File: src/rtl/jt12_kon_ctl_pkg.sv
// Shared slot geometry, operator ordering and channel-code helpers for the jt12 key-on path.
package jt12_kon_ctl_pkg;

    localparam int JT12_SLOTS    = 24;
    localparam int JT12_CHANNELS = 6;

    typedef enum logic [1:0] {
        OP_S1 = 2'd0,
        OP_S2 = 2'd1,
        OP_S3 = 2'd2,
        OP_S4 = 2'd3
    } jt12_op_e;

    // Operator served by each group, group 0 in the low bits: S1, S3, S2, S4.
    localparam logic [7:0] JT12_GRP_ORDER = {OP_S4, OP_S2, OP_S3, OP_S1};

    function automatic logic jt12_ch_valid(input logic [2:0] code);
        return code[1:0] != 2'd3;
    endfunction

    // Channel codes 0-2 map to ch0-2 and 4-6 map to ch3-5.
    function automatic logic [2:0] jt12_ch_index(input logic [2:0] code);
        return code[2] ? ({1'b0, code[1:0]} + 3'd3) : {1'b0, code[1:0]};
    endfunction

endpackage

File: src/rtl/jt12_kon_dec.sv
// Combinational decode of a key-on write into a 24-slot update mask and value.
// Invalid channel codes yield an all-zero mask.
module jt12_kon_dec
    import jt12_kon_ctl_pkg::*;
(
    input  logic [2:0]  kon_ch,
    input  logic [3:0]  kon_op,
    output logic [23:0] mask,
    output logic [23:0] val
);

    logic [2:0] ch_idx;
    logic [4:0] slot_idx;
    logic [1:0] op_sel;
    logic [1:0] grp;

    assign ch_idx = jt12_ch_index(kon_ch);

    always_comb begin
        mask     = '0;
        val      = '0;
        slot_idx = '0;
        op_sel   = '0;
        grp      = '0;
        if (jt12_ch_valid(kon_ch)) begin
            for (int g = 0; g < 4; g++) begin
                grp      = 2'(g);
                slot_idx = 5'(g * JT12_CHANNELS) + {2'b00, ch_idx};
                op_sel   = JT12_GRP_ORDER[{grp, 1'b0} +: 2];
                mask[slot_idx] = 1'b1;
                val[slot_idx]  = kon_op[op_sel];
            end
        end
    end

endmodule

File: src/rtl/jt12_kon_ctl.sv
// Key-on controller: 24-slot sequencer plus per-slot key-on state, updated from one pending write
// at a frame wrap (or next clk_en edge); kon_ready drops from accept until apply, extra writes set kon_ovf.
module jt12_kon_ctl
    import jt12_kon_ctl_pkg::*;
#(
    parameter int SYNC_FRAME = 1
) (
    input  logic       clk,
    input  logic       rst,
    input  logic       clk_en,
    input  logic       kon_wr,
    input  logic [2:0] kon_ch,
    input  logic [3:0] kon_op,
    output logic       kon_ready,
    output logic       kon_ovf,
    output logic [2:0] slot_ch,
    output logic [1:0] slot_grp,
    output logic       zero,
    output logic       keyon_I
);

    logic [23:0] kon_st;
    logic [23:0] pend_mask;
    logic [23:0] pend_val;
    logic [23:0] dec_mask;
    logic [23:0] dec_val;
    logic        pend_vld;
    logic [4:0]  slot_idx;
    logic        wrap;
    logic        accept;
    logic        apply;

    jt12_kon_dec u_dec (
        .kon_ch (kon_ch),
        .kon_op (kon_op),
        .mask   (dec_mask),
        .val    (dec_val)
    );

    assign slot_idx = 5'(slot_grp) * 5'(JT12_CHANNELS) + 5'(slot_ch);
    assign wrap     = (slot_ch == 3'd5) && (slot_grp == 2'd3);
    assign accept   = kon_wr && !pend_vld && jt12_ch_valid(kon_ch);
    // A write accepted on the wrap edge is not yet pending, so it waits for the next wrap.
    assign apply    = clk_en && pend_vld && ((SYNC_FRAME == 0) || wrap);

    assign kon_ready = !pend_vld;
    assign zero      = (slot_idx == 5'd0);
    assign keyon_I   = kon_st[slot_idx];

    always_ff @(posedge clk) begin
        if (rst) begin
            slot_ch   <= '0;
            slot_grp  <= '0;
            kon_st    <= '0;
            pend_vld  <= 1'b0;
            pend_mask <= '0;
            pend_val  <= '0;
            kon_ovf   <= 1'b0;
        end else begin
            if (clk_en) begin
                if (slot_ch == 3'd5) begin
                    slot_ch  <= '0;
                    slot_grp <= slot_grp + 2'd1;
                end else begin
                    slot_ch <= slot_ch + 3'd1;
                end
            end
            if (apply) begin
                kon_st   <= (kon_st & ~pend_mask) | (pend_val & pend_mask);
                pend_vld <= 1'b0;
            end else if (accept) begin
                pend_vld  <= 1'b1;
                pend_mask <= dec_mask;
                pend_val  <= dec_val;
            end
            if (kon_wr && pend_vld) begin
                kon_ovf <= 1'b1;
            end
        end
    end

endmodule

File: config.mk
export PLATFORM = sky130hd
export DESIGN_NAME = jt12_kon_ctl
export DESIGN_NICKNAME = d
export VERILOG_FILES = /design/src/rtl/jt12_kon_ctl_pkg.sv /design/src/rtl/jt12_kon_dec.sv /design/src/rtl/jt12_kon_ctl.sv
export SDC_FILE = /design/constraint.sdc
export NUM_CORES = 1
export LEC_CHECK = 0
export ABC_AREA = 1
export BUFFER_PORTS_ARGS = -buffer_cell sky130_fd_sc_hd__buf_4
export CAP_MARGIN = 5
export CORE_MARGIN = 4
export CORE_UTILIZATION = 35
export DETAILED_ROUTE_END_ITERATION = 8
export PLACE_DENSITY_LB_ADDON = 0.25
export SLEW_MARGIN = 20
export SYNTH_ARGS = -nofsm -noshare
export SYNTH_HDL_FRONTEND = slang
export SYNTH_SLANG_ARGS = --single-unit
File: constraint.sdc
create_clock -name clk -period 6.29 [get_ports clk]
set_clock_uncertainty 0.15 [all_clocks]
set_input_delay 1.258 -clock clk [delete_from_list [all_inputs] [get_ports clk]]
set_output_delay 1.258 -clock clk [all_outputs]
set_load 0.1 [all_outputs]
Word level (Yosys, flattened, before mapping). Index checks and enable logic that the tools add are counted. Widths: inputs -> output; s select.

Reductions and logical operators: 15. $lt $le $gt $ge: 9. $add $sub $neg: 7. $mul: 1. Equal/unequal tests: 3. Bitwise operators: 9. Mux-type cells: 17.

Operators with widths (count): $bwmux 24 (3); $or 24x24->24 (3); $and 24x24->24 (2); $mux 24 (2); $and 24x8->24 (1); $lt 5x6->1 const B (4); $not 24->24 (1); $or 8x24->24 (1); $demux 1 s5 (3); $ge 5x1->1 const B (3); $logic_and 1x1->1 (10); $lt 3x6->1 const B (1); $mux 3 (2); $add 4x3->5 const A (1); $add 5x3->5 (1); $add 5x3->5 const A (1); $bmux 1 s5 (1); $logic_not 5->1 (1); $mux 1 (5); $add 3x3->4 const A (1); $mul 2x2->4 const B (1); $reduce_and 2->1 (2); $add 2x2->3 const B (1); $add 3x1->3 const B (1); other kinds (9) (9).

Input bits: 11. Bits in registers: 79. Output and inout port bits: 9. Logic and storage cells: 68.

Logic depth before layout (Yosys ltp).
Word-level depth: 11. Gate-level depth with buffers: 14. Depth with buffers taken out: 13.

Hierarchy. From an unflattened synthesis, not the netlist that was laid out.

Cell total of the unflattened synthesis: 653. Area, all modules: 4327.9 µm².

By module, submodules not included: jt12_kon_ctl (cells each 453, area each 3378.2 µm², sequential area each 1581.5 µm², instances 1); jt12_kon_dec (cells each 200, area each 949.7 µm², sequential area each 0.0 µm², instances 1).

Least setup slack after synthesis. Ideal clock, no wire load.

Path kind: register -> output. Start: register slot_grp[0]. End: output port zero. Stages on the path, launching flop included: 8. Path slack: 1258 ps. Buffers on the path: 0. Arrival time: 3624 ps. Cells stage by stage: dfxtp_1 > inv_1 > ha_1 > fa_1 > inv_1 > nor2_1 > nand3_1 > nor2_1.

Longest elaborated chain between the ends: 3.

RTL lines: start, declared (RTL line jt12_kon_ctl.sv:17) `output logic [1:0] slot_grp,`; start signal, assigned (RTL line jt12_kon_ctl.sv:63) `slot_grp <= slot_grp + 2'd1;`; $mul 2x2->4 (RTL line jt12_kon_ctl.sv:40) `assign slot_idx = 5'(slot_grp) * 5'(JT12_CHANNELS) + 5'(slot_ch);`; $add 5x3->5 (RTL line jt12_kon_ctl.sv:40); $logic_not 5->1 (RTL line jt12_kon_ctl.sv:47) `assign zero = (slot_idx == 5'd0);`; end, declared (RTL line jt12_kon_ctl.sv:18) `output logic zero,`.

No other way between the ends.

Worst setup path after layout.
Start: register slot_grp[0]. End: output port keyon_I.

Longest elaborated chain between the ends: 4.

RTL lines: $mul 2x2->4 (RTL line jt12_kon_ctl.sv:40); $add 5x3->5 (RTL line jt12_kon_ctl.sv:40); $bmux 1 s5 (RTL line jt12_kon_ctl.sv:48) `assign keyon_I = kon_st[slot_idx];`; $mux 1 (not written as such) (RTL line jt12_kon_ctl.sv:48); end, declared (RTL line jt12_kon_ctl.sv:19) `output logic keyon_I`.

No other way between the ends. The select of a mux whose other input is x is not followed.

==> results.md <==
* Outcome: completed
* H-tree levels at 3
* Post-Syn Instances at 547
* CP cell instances: inv_1, ha_1, fa_1, inv_1, nor2_1, nand2_1, nand2_1, inv_1, nand2_1, nand2_1, nand2_1, buf_4
* Post-synth top cells: 140 x nand2_1, 75 x dfxtp_1, 60 x inv_1, 56 x a21oi_1, 50 x nand3_1
* Fmax at 249 MHz
* Effective utilization at floorplan at 36.5%
* Yosys reg bits at 75
* Die Height at 113 um
* CORE AREA at 0.0105 mm^2
* Global Route Usage Sum at 15.2%
* Dpl cells at 679
* FF+latch area at 0.00150 mm^2
* Vias per std cell at 4.93
* GR Layer Usage met1 at 20.9%
* Crit path from: slot_grp[0]
* Most common cell in the synthesized netlist: nand2_1
* Max-slew violations at 0
* Grt met2 use at 24.2%
* WP data arrival at 2.60 ns
* First-pass GRT wire length at 15700 um
* Post-Route WL at 9230 um
* Fillers at 1135
* CP most frequent cell: nand2_1
* Mean Syn Cell Area at 6.99 um^2
* Wire per inst at 13.3 um
* Layout Nets at 578
* Slowest-stage cell, CP: fa_1
* Area of the multi-input gates at 0.00193 mm^2
* Setup_tns at 0 ns
* Detail Placement HPWL at 6370 um
* RSZ-0062 raised after global routing: no
* Slew @ Worst Pin at 0.881 ns
* Die Width at 113 um
* Met3 usage at 2.70%
* Max incr delay on CP at 0.58 ns
* N_diodes at 0
* Power Total at 1.11 mW
* Peak supply drop at 0.111 mV
* Placed cell areas at 0.00401 mm^2
* Share of post-route cells with drive strength above 1 at 11.1%
* IO Pins at 20
* Reported leakage power at 1.75 nW
* Iter 0 DRT Violations at 225
* Synth cell types at 32
* Synth area leaders: dfxtp_1 39%, nand2_1 14%, a21oi_1 7.3%, nand3_1 6.5%, inv_1 5.9%
* Top fanout value on the critical path at 5
* Synth Warn # at 0
* Setup ws final at 2.28 ns
* Site Rows at 37
* Detailed-route via count at 3425
* Hold Fails Final Rpt at 0
* Slew headroom at 40.9%
* GP Congestion at 0.830
* Synthesized area at 0.00382 mm^2
* Type of origin of the critical path: flop
* Die Area at 0.0127 mm^2
* Global route hottest layer: met2
* Vias in the first global route at 3177
* R2R Path Start: slot_ch[0]
* EDFF count, synth at 0
* Final Instance Area at 0.00426 mm^2
* Post-route minimum period at 4.01 ns
* Post-CTS Resized at 0
* Critical Path End Type: primary output
* Worst hold path type: flop to flop
* Synth Net Count at 571
* Cts bufs inserted at 9
* CTS tree: done
* Top-area cell type share of the netlist area at 39.3%
* Main flop type after synthesis: dfxtp_1
* Max-cap viol count at 0
* Clock sinks at 75
* FFs w/ async S/R, synth at 0%
* Register area share after synthesis at 39.3%
* Area grow syn2layout at 11.4%
* Dpl ws at 2.65 ns
* Layout Cells excl Fill at 695
* Fin crit share at 63.7%
* Grt total ovfl at 0
* Number of setup violations in the final report at 0
* IO buf count at 19
* CTS root buf: clkbuf_8
* Clk buf depth at 2
* DR pass1 iterations at 5
* Post-CTS setup buffer count at 0
* # DRC at 0
* Clock-pin transition on the worst setup and hold timing paths at 0.08 ns
* Initial antenna violation count at 0
* WS Path Type: flop to primary output
* Post-route ant nets at 0
* Cell taking the most area after synthesis: dfxtp_1
* Power per cell area at 261 mW/mm^2
* Largest net degree at the start of global routing at 42
* Worst-Skew Late Latency at 0.35 ns
* Hold_buf cts at 0
* CP required at 4.88 ns
==> path summary, 6_finish.rpt <==
path              depth (start not counted)      end  slack (ns)
setup reg to reg                          7     flop        3.98
hold reg to reg                           2     flop        0.31
hold / removal                            2     flop        0.31
setup / recovery                         12  keyon_I        2.28
==> layer usage <==
metal | share of wire [%] | vias up
met2 | 45 | 63
met3 | 3.0 | 10
met4 | 1.4 | 0
met5 | 0 | -
met1 | 51 | 1558
li1 | - | 1794
==> cell type report <==
class                   instances  share of cell area [%]
clock inverters                 3                    1.59
clock buffers                  13                    4.20
well taps                     136                    4.00
flip-flops and latches         75                    35.3
repair buffers                 20                    3.53
multi-input cells             379                    45.3
inverters                      69                    6.14
==> layout by cell type (no fill, tap or decap), types with 2 or more instances in the layout <==
cell type and instances:
a21oi_1 56, a31oi_1 3, buf_4 20, bufinv_16 2
clkbuf_8 13, dfxtp_1 75, ha_1 12, inv_1 60
inv_2 7, nand2_1 140, nand2_2 4, nand2_4 2
nand3_1 50, nand4_1 9, nor2_1 29, nor2_2 3
nor2_4 4, nor3_1 4, nor3_2 4, o211ai_1 9
o21a_1 4, o21ai_0 37, o21ai_1 3
==> worst max-delay path, delay by kind of cell, from the launching register on <==
kind          cells  cell delay [ns]
flops             1             0.41
simple gates      6             0.43
buf+inv           4             0.50
fa+ha+maj         2             0.92
==> per-stage QoR <==
step           util (%)  hold slack [ns]
3_3_place_gp       38.3            0.297
2_1_floorplan         -            0.275
5_1_grt            40.7            0.329
4_1_cts            40.7            0.313
6_report           40.7            0.311
3_5_place_dp       38.3            0.301
==> report_power, final <==
group          switching (mW)  internal (mW)
Clock                   0.183          0.267
Sequential             0.0104          0.489
Combinational           0.116         0.0433
Total                   0.310          0.800
==> cell families after synthesis <==
group | count (synthesis) | share of synthesized area (%)
simple gates | 250 | 29.4
flops | 75 | 39.3
fa+ha+maj | 13 | 4.45
compound gates | 114 | 16.0
xor+xnor | 2 | 0.458
buf+inv | 93 | 10.5
(Power assumes the default switching activity.)
